<file path="src/rtl/multi_chan_freq_divider.sv">
// -----------------------------------------------------------------------------
// multi_chan_freq_divider
//
// NUM_CH independent step-pulse generators. Each channel divides the shared
// clk_en tick stream by its own divisor. It emits one-clk step pulses either
// until stopped (count = 0, free-running) or for exactly `count` pulses,
// after which it pulses done and returns to IDLE.
//
// Ports
//   clk        in   1                  system clock
//   reset      in   1                  synchronous, active-high reset
//   clk_en     in   1                  shared tick; counters advance only when high
//   start      in   NUM_CH             per-channel start request (level-sampled)
//   stop       in   NUM_CH             per-channel synchronous abort
//   div        in   NUM_CH*DIV_BITS    per-channel divisor, ch i at [i*DIV_BITS +: DIV_BITS]
//   count      in   NUM_CH*CNT_BITS    per-channel pulse count, 0 = free-running
//   out        out  NUM_CH             registered step pulse, one clk per period
//   busy       out  NUM_CH             channel is in RUN
//   done       out  NUM_CH             one-clk pulse when a counted run completes
//   remaining  out  NUM_CH*CNT_BITS    pulses left in a counted run, 0 otherwise
// -----------------------------------------------------------------------------
module multi_chan_freq_divider #(
    parameter int NUM_CH   = 2,
    parameter int DIV_BITS = 8,
    parameter int CNT_BITS = 16
) (
    input  logic                         clk,
    input  logic                         reset,
    input  logic                         clk_en,
    input  logic [NUM_CH-1:0]            start,
    input  logic [NUM_CH-1:0]            stop,
    input  logic [NUM_CH*DIV_BITS-1:0]   div,
    input  logic [NUM_CH*CNT_BITS-1:0]   count,
    output logic [NUM_CH-1:0]            out,
    output logic [NUM_CH-1:0]            busy,
    output logic [NUM_CH-1:0]            done,
    output logic [NUM_CH*CNT_BITS-1:0]   remaining
);

    typedef enum logic {
        ST_IDLE = 1'b0,
        ST_RUN  = 1'b1
    } state_t;

    for (genvar i = 0; i < NUM_CH; i++) begin : g_ch
        state_t              state_q, state_d;
        logic [DIV_BITS-1:0] cnt_q, cnt_d;
        logic [DIV_BITS-1:0] div_l_q, div_l_d;
        logic [CNT_BITS-1:0] left_q, left_d;
        logic                out_q, out_d;
        logic                done_q, done_d;
        logic [DIV_BITS-1:0] div_s;
        logic [CNT_BITS-1:0] count_s;

        assign div_s   = div[i*DIV_BITS +: DIV_BITS];
        assign count_s = count[i*CNT_BITS +: CNT_BITS];

        // Channel state and output registers.
        always_ff @(posedge clk) begin
            if (reset) begin
                state_q <= ST_IDLE;
                cnt_q   <= '0;
                div_l_q <= '0;
                left_q  <= '0;
                out_q   <= 1'b0;
                done_q  <= 1'b0;
            end else begin
                state_q <= state_d;
                cnt_q   <= cnt_d;
                div_l_q <= div_l_d;
                left_q  <= left_d;
                out_q   <= out_d;
                done_q  <= done_d;
            end
        end

        // Next-state logic: start acceptance, period counting and abort.
        always_comb begin
            state_d = state_q;
            cnt_d   = cnt_q;
            div_l_d = div_l_q;
            left_d  = left_q;
            out_d   = 1'b0;
            done_d  = 1'b0;
            case (state_q)
                ST_IDLE: begin
                    // A zero divisor would never reach a terminal tick, so it is refused.
                    if (start[i] && !stop[i] && (div_s != '0)) begin
                        state_d = ST_RUN;
                        div_l_d = div_s;
                        left_d  = count_s;
                        cnt_d   = '0;
                    end else begin
                        state_d = ST_IDLE;
                    end
                end
                ST_RUN: begin
                    if (stop[i]) begin
                        // Abort wins over a coincident terminal tick: no pulse, no done.
                        state_d = ST_IDLE;
                        cnt_d   = '0;
                        left_d  = '0;
                    end else if (clk_en) begin
                        if (cnt_q == (div_l_q - DIV_BITS'(1))) begin
                            cnt_d = '0;
                            out_d = 1'b1;
                            // New divisor only lands on a period boundary; 0 keeps the old one.
                            if (div_s != '0) begin
                                div_l_d = div_s;
                            end else begin
                                div_l_d = div_l_q;
                            end
                            // left is only non-zero in RUN for a counted run.
                            if (left_q != '0) begin
                                left_d = left_q - CNT_BITS'(1);
                                if (left_q == CNT_BITS'(1)) begin
                                    state_d = ST_IDLE;
                                    done_d  = 1'b1;
                                end else begin
                                    state_d = ST_RUN;
                                end
                            end else begin
                                left_d = left_q;
                            end
                        end else begin
                            cnt_d = cnt_q + DIV_BITS'(1);
                        end
                    end else begin
                        cnt_d = cnt_q;
                    end
                end
                default: begin
                    state_d = ST_IDLE;
                    cnt_d   = '0;
                    left_d  = '0;
                end
            endcase
        end

        assign out[i]                         = out_q;
        assign busy[i]                        = (state_q == ST_RUN);
        assign done[i]                        = done_q;
        assign remaining[i*CNT_BITS +: CNT_BITS] = left_q;
    end

endmodule

</file>
<file path="config.mk">
export PLATFORM = sky130hd
export DESIGN_NAME = multi_chan_freq_divider
export DESIGN_NICKNAME = d
export VERILOG_FILES = /design/src/rtl/multi_chan_freq_divider.sv
export SDC_FILE = /design/constraint.sdc
export NUM_CORES = 1
export LEC_CHECK = 0
export ABC_AREA = 1
export CORE_MARGIN = 1
export CORE_UTILIZATION = 45
export DETAILED_ROUTE_END_ITERATION = 16
export PLACE_DENSITY_LB_ADDON = 0.12
export SETUP_SLACK_MARGIN = 0.1
export SYNTH_ARGS = -nofsm -noshare
export SYNTH_HDL_FRONTEND = slang
export SYNTH_SLANG_ARGS = --single-unit
</file>
<file path="constraint.sdc">
create_clock -name clk -period 5.82 [get_ports clk]
set_input_delay 0.873 -clock clk [delete_from_list [all_inputs] [get_ports clk]]
set_output_delay 0.873 -clock clk [all_outputs]
set_load 0.02 [all_outputs]
</file>
Word-level counts from Yosys, hierarchy flattened
Index checks and enable logic that the tools add are counted.
{"block": "word_totals", "memories": 0, "wordCells": 117, "out_inout_bits": 38, "latchBits": 0, "reg_bits": 70, "in_bits": 55, "ram_bits": 0, "romBits": 0}
{"block": "op_classes", "bitwise_logic": 7, "addsub": 6, "eq_ne": 20, "n_mux": 52, "n_lt_le_gt_ge": 0, "n_mul": 0, "reduce_logical": 20, "n_shift": 0, "div": 0}
{"cell": "$mux W16", "n": 10}
{"cell": "$mux W8", "n": 18}
{"cell": "$pmux W16 S2", "n": 2}
{"cell": "$pmux W8 S2", "n": 4}
{"cell": "$eq A16 B1 Y1 const B", "n": 2}
{"cell": "$reduce_bool A16 Y1", "n": 2}
{"cell": "$sub A16 B1 Y16 const B", "n": 2}
{"cell": "$add A8 B1 Y8 const B", "n": 2}
{"cell": "$eq A8 B8 Y1", "n": 2}
{"cell": "$mux W1", "n": 16}
{"cell": "$reduce_bool A8 Y1", "n": 2}
{"cell": "$sub A8 B1 Y8 const B", "n": 2}
{"cell": "$ne A2 B2 Y1 const B", "n": 6}
{"cell": "$ne A3 B2 Y1 const B", "n": 4}
{"cell": "$reduce_or A6 Y1", "n": 2}
{"cell": "$reduce_and A5 Y1", "n": 2}
{"cell": "$ne A2 B1 Y1 const B", "n": 4}
{"cell": "$reduce_and A4 Y1", "n": 2}
{"cell": "$reduce_or A4 Y1", "n": 2}
{"cell": "$not A1 Y1", "n": 7}
{"cell": "$ne A3 B3 Y1 const B", "n": 2}
{"cell": "$logic_and A1 B1 Y1", "n": 4}
{"cell": "$pmux W1 S2", "n": 2}
{"cell": "$reduce_and A2 Y1", "n": 2}
{"cell": "$logic_not A1 Y1", "n": 2}

Logic depth before layout (Yosys ltp)
{"block": "logic_depth", "ltp_word": 7, "mapped_depth": 17}

Least setup slack after synthesis
Ideal clock, no wire load.
{"block": "synth_timing", "path_type": "input-to-reg", "startpoint": "input div[13]", "endpoint": "register g_ch[1].left_q[3]", "path_slack_ns": 3.711, "path_buffers": 1, "required_ns": 5.705, "path_stages": 9, "arrival_ns": 1.993, "path_cell_list": "nor2_1 > nand2_1 > nor2_1 > nor2_1 > nor2_1 > a31oi_4 > buf_4 > a21oi_1 > nor2_1"}
{"block": "synth_between", "elab_chain_len": 4}
{"element": "start, declared", "line": "32", "source": "input logic [NUM_CH*DIV_BITS-1:0] div,"}
{"element": "$reduce_bool A8 Y1", "line": "88", "source": "if (start[i] && !stop[i] && (div_s != '0)) begin"}
{"element": "$logic_and A1 B1 Y1", "line": "88"}
{"element": "$ne A2 B2 Y1 (no line)"}
{"element": "$reduce_and A4 Y1 (no line)"}
{"element": "end signal, assigned", "line": "71", "source": "left_q <= left_d;"}
{"element": "end, declared", "line": "49", "source": "logic [CNT_BITS-1:0] left_q, left_d;"}
No other way between the ends.
A chain may end at the register's enable or synchronous reset.

==> metrics.md <==
| Metric | Value |
|---|---|
| Run status | complete, no violations |
| Height of the die | 103 um |
| DRT antenna net count | 0 |
| Synth Net Count | between 800 and 900 |
| Post CTS Setup Buffer Count | 0 |
| Series of cell instances along the critical path | clkdlybuf4s50_1 -> clkinv_1 -> buf_4 -> nand2_1 -> nor2_1 |
| Worst Path Max Fanout | 21 |
| Leak pwr | approximately 2.5 nW |
| Worst slew pin tran | 0.809 ns |
| Floorplan die area | 0.0106 sq mm |
| Slowest cell on crit path | clkdlybuf4s50_1 |
| Area used by multi-input combinational logic | 0.00277 sq mm |
| Synth async-reset ratio | 0% |
| Aggregate negative setup slack | 0 ns |
| Final design instance area without fill | between 0.005 and 0.006 sq mm |
| Worst EP required | approximately 6.1 ns |
| Largest net degree at the start of global routing | 27 |
| Setup repair after global routing missed its margin | no |
| Area Overhead vs Synth | 24.5% |
| Number of DRC markers after the initial detailed-route iteration | around 200 |
| Summed instance area of the synthesized netlist | approximately 0.0046 sq mm |
| Worst setup slack after layout | roughly 2.6 ns |
| CTS Buffer Depth | 2 |
| Clock tree from TritonCTS | yes |
| Buffer type at the clock tree root | clkbuf_8 |
| Clock edge transition at the registers on the reported setup and hold paths | 0.08 ns |
| Number of gates resized after cts | 0 |
| First-pass GRT wire length | between 20000 and 25000 um |
| Count of standard-cell rows | 36 |
| Power density over cell area | roughly 230 mW/mm^2 |
| Cell taking the most area after synthesis | dfxtp_1 |
| Top cells by area in the synthesized netlist | dfxtp_1, nand2_1, nor2_1, nand3_1, inv_1 |
| Crit path capture type | flop |
| Combinational family with the most area after synthesis | simple AND/OR/NAND/NOR gates |
| Fraction of the mapped netlist area in adder cells | under 10% |
| Vias per cell | between 5 and 6 |
| H-tree depth reported by CTS | 3 |
| Total I/O pin count | a little over 90 |
| Synthesized instance count | 739 |
| Insertion delay to the later sink of the worst-skew pair | 0.34 ns |
| Number of clock sinks | 70 |
| Global-route usage over all layers | between 20% and 30% |
| Largest stage delay on the critical path | 0.99 ns |
| Final non-filler cell total | approximately 960 |
| Crit path time final | 3.17 ns |
| Maximum operating frequency | approximately 320 MHz |
| Total DRC errors in the routed layout | 0 |
| Setup Slack @ Placement | around 2.3 ns |
| Number of max-cap violations | 0 |
| Critical Setup Path Class | input port to flop |
| Number of enable-type register cells in the synthesized netlist | 0 |
| Worst Hold Path Cells | 2 |
| Hold buffers post-CTS | 0 |
| Gp weighted congestion | 0.845 |
| Number of endpoints failing setup at the final stage | 0 |
| Initial DRT Pass Iterations | 5 |
| HPWL Detailed | between 8000 and 9000 um |
| Nets | approximately 880 |
| Total congestion overflow | 0 |
| Post-synthesis simple-gate area fraction | 42.2% |
| Via count of the first global-routing pass | 4521 |
| Share of cells above drive strength 1 | ~4.7% |
| Flop and latch count out of synthesis | 70 |
| Top post-synthesis cells by count | nand2_1, nor2_1, dfxtp_1 |
| Max-slew headroom | between 40% and 50% |
| Most common flop cell mapped by yosys | dfxtp_1 |
| Share of the synthesized area in compound gates (AO/OA/AOI/OAI) | a little over a tenth |
| Antenna Diode Count | 0 |
| Total of warnings raised by yosys | 0 |
| Die extent in x | around 100 um |
| Sequential share of the synthesized area | 30.5% |
| Distinct cell type count of the synthesized netlist | 37 |
| Kind of start point of the critical path | input port |
| Most instantiated library cell after synthesis | nand2_1 |
| Sequential Area | ~0.0014 sq mm |
| Layout Skew | 0.0158 ns |
| Number of antenna violations at the first check in global routing | 0 |
| Crit path DAT | 3.40 ns |
| Initial Utilization | ~47% |
| Mux cell area share after synthesis | 0% |
| Number of filler cells placed in the layout | roughly 1000 |
| Synth Area in XOR/XNOR | 5.14% |
| Number of buffers created by CTS | 9 |
| Core region area | 0.00982 sq mm |
| Number of vias in the routed layout | 4874 |
| Number of max-slew violations in the final report | 0 |
| Final WL | roughly 12000 um |
| Worst IR Drop VDD | 130 uV |
| Path category of the worst min-delay check | flop to flop |
| Placed Area | around 0.0055 sq mm |
| Final Hold Vio Count | 0 |
| Number of placed instances with taps included | approximately 940 |
| Total of buffers placed on input and output ports | 92 |
| Ratio of final minimum period to clock period | a little over half |
| Worst Reg2Reg Path Length in Cells | 8 |
| Routed wirelength normalized by instance count | approximately 12 um |
| Mean post-synth cell area | 6.22 sq um |
| Synth top area share | a little under a third |
[report_power, final]
group,switching [W],total [W],internal [W]
Sequential,0.0000413,0.000553,0.000511
Clock,0.000183,0.000363,0.000180
Combinational,0.000244,0.000417,0.000173
Total,0.000469,0.00133,0.000864
[state kept, by name, indices dropped and copies added, names as in the netlist]
signal / count
g_ch.out_q: 2
g_ch.div_l_q: 16
g_ch.done_q: 2
g_ch.left_q: 32
g_ch.cnt_q: 16
g_ch.state_q: 2
[layer usage]
metal	global-route usage (%)	up-vias	wire length (um)
met5	0	-	0
met3	5.15	11	638
met1	30.4	2228	5530
li1	-	2519	-
met4	5.74	0	140
met2	41.2	116	5550
[area by class of cell]
| type | count | share of cell area (%) |
|---|---|---|
| Sequential cell | 70 | 24.5 |
| Inverter | 74 | 4.85 |
| Timing Repair Buffer | 93 | 16.2 |
| Tap cell | 133 | 2.91 |
| Clock buffer | 14 | 2.84 |
| Multi-Input combinational cell | 572 | 48.4 |
| Clock inverter | 2 | 0.284 |
[placed cells by master, fill, tap and decap left out, types with 3 or more instances in the layout]
cell type,n
a22oi_1,4
inv_1,66
nor2_2,4
xnor2_1,9
nand2_2,7
nand3_1,51
clkdlybuf4s50_1,92
dfxtp_1,70
nand3b_1,11
o31ai_1,4
o21ai_0,29
clkbuf_1,3
nand2_1,188
clkbuf_8,11
nor2_1,144
and3_1,3
nor3_1,15
ha_1,8
inv_2,4
nand3_2,3
xor2_1,18
clkinv_1,4
nand4_1,11
nand2_4,4
a21oi_1,46
[cells by family after synthesis]
logic type / after synthesis
buffers and inverters: 97
AO/OA/AOI/OAI: 90
AND/OR/NAND/NOR: 447
XOR/XNOR: 27
adder cells (fa/ha/maj): 8
flip-flops: 70
[final timing paths]
check	from	to	slack (ns)
setup / recovery	reset	g_ch[0].cnt_q[4]	2.65
hold / removal	g_ch[0].div_l_q[7]	g_ch[0].div_l_q[7]	0.51
setup reg to reg	g_ch[0].state_q	g_ch[0].cnt_q[7]	3.18
hold reg to reg	g_ch[0].div_l_q[7]	g_ch[0].div_l_q[7]	0.51
[critical path: cells and delay by family]
family | cells | cell delay (ns)
AND/OR/NAND/NOR | 2 | 0.35
buffers and inverters | 3 | 2.15
[stage by stage]
stage	power [W]	util (%)	hold slack, ns
6_report	0.00133	58.3	0.515
2_1_floorplan	0.000838	-	0.458
4_1_cts	0.00134	58.3	0.511
3_5_place_dp	0.000978	56.5	0.500
5_1_grt	0.00143	58.3	0.552
3_3_place_gp	0.000969	56.5	0.500
(Power assumes the default switching activity.)
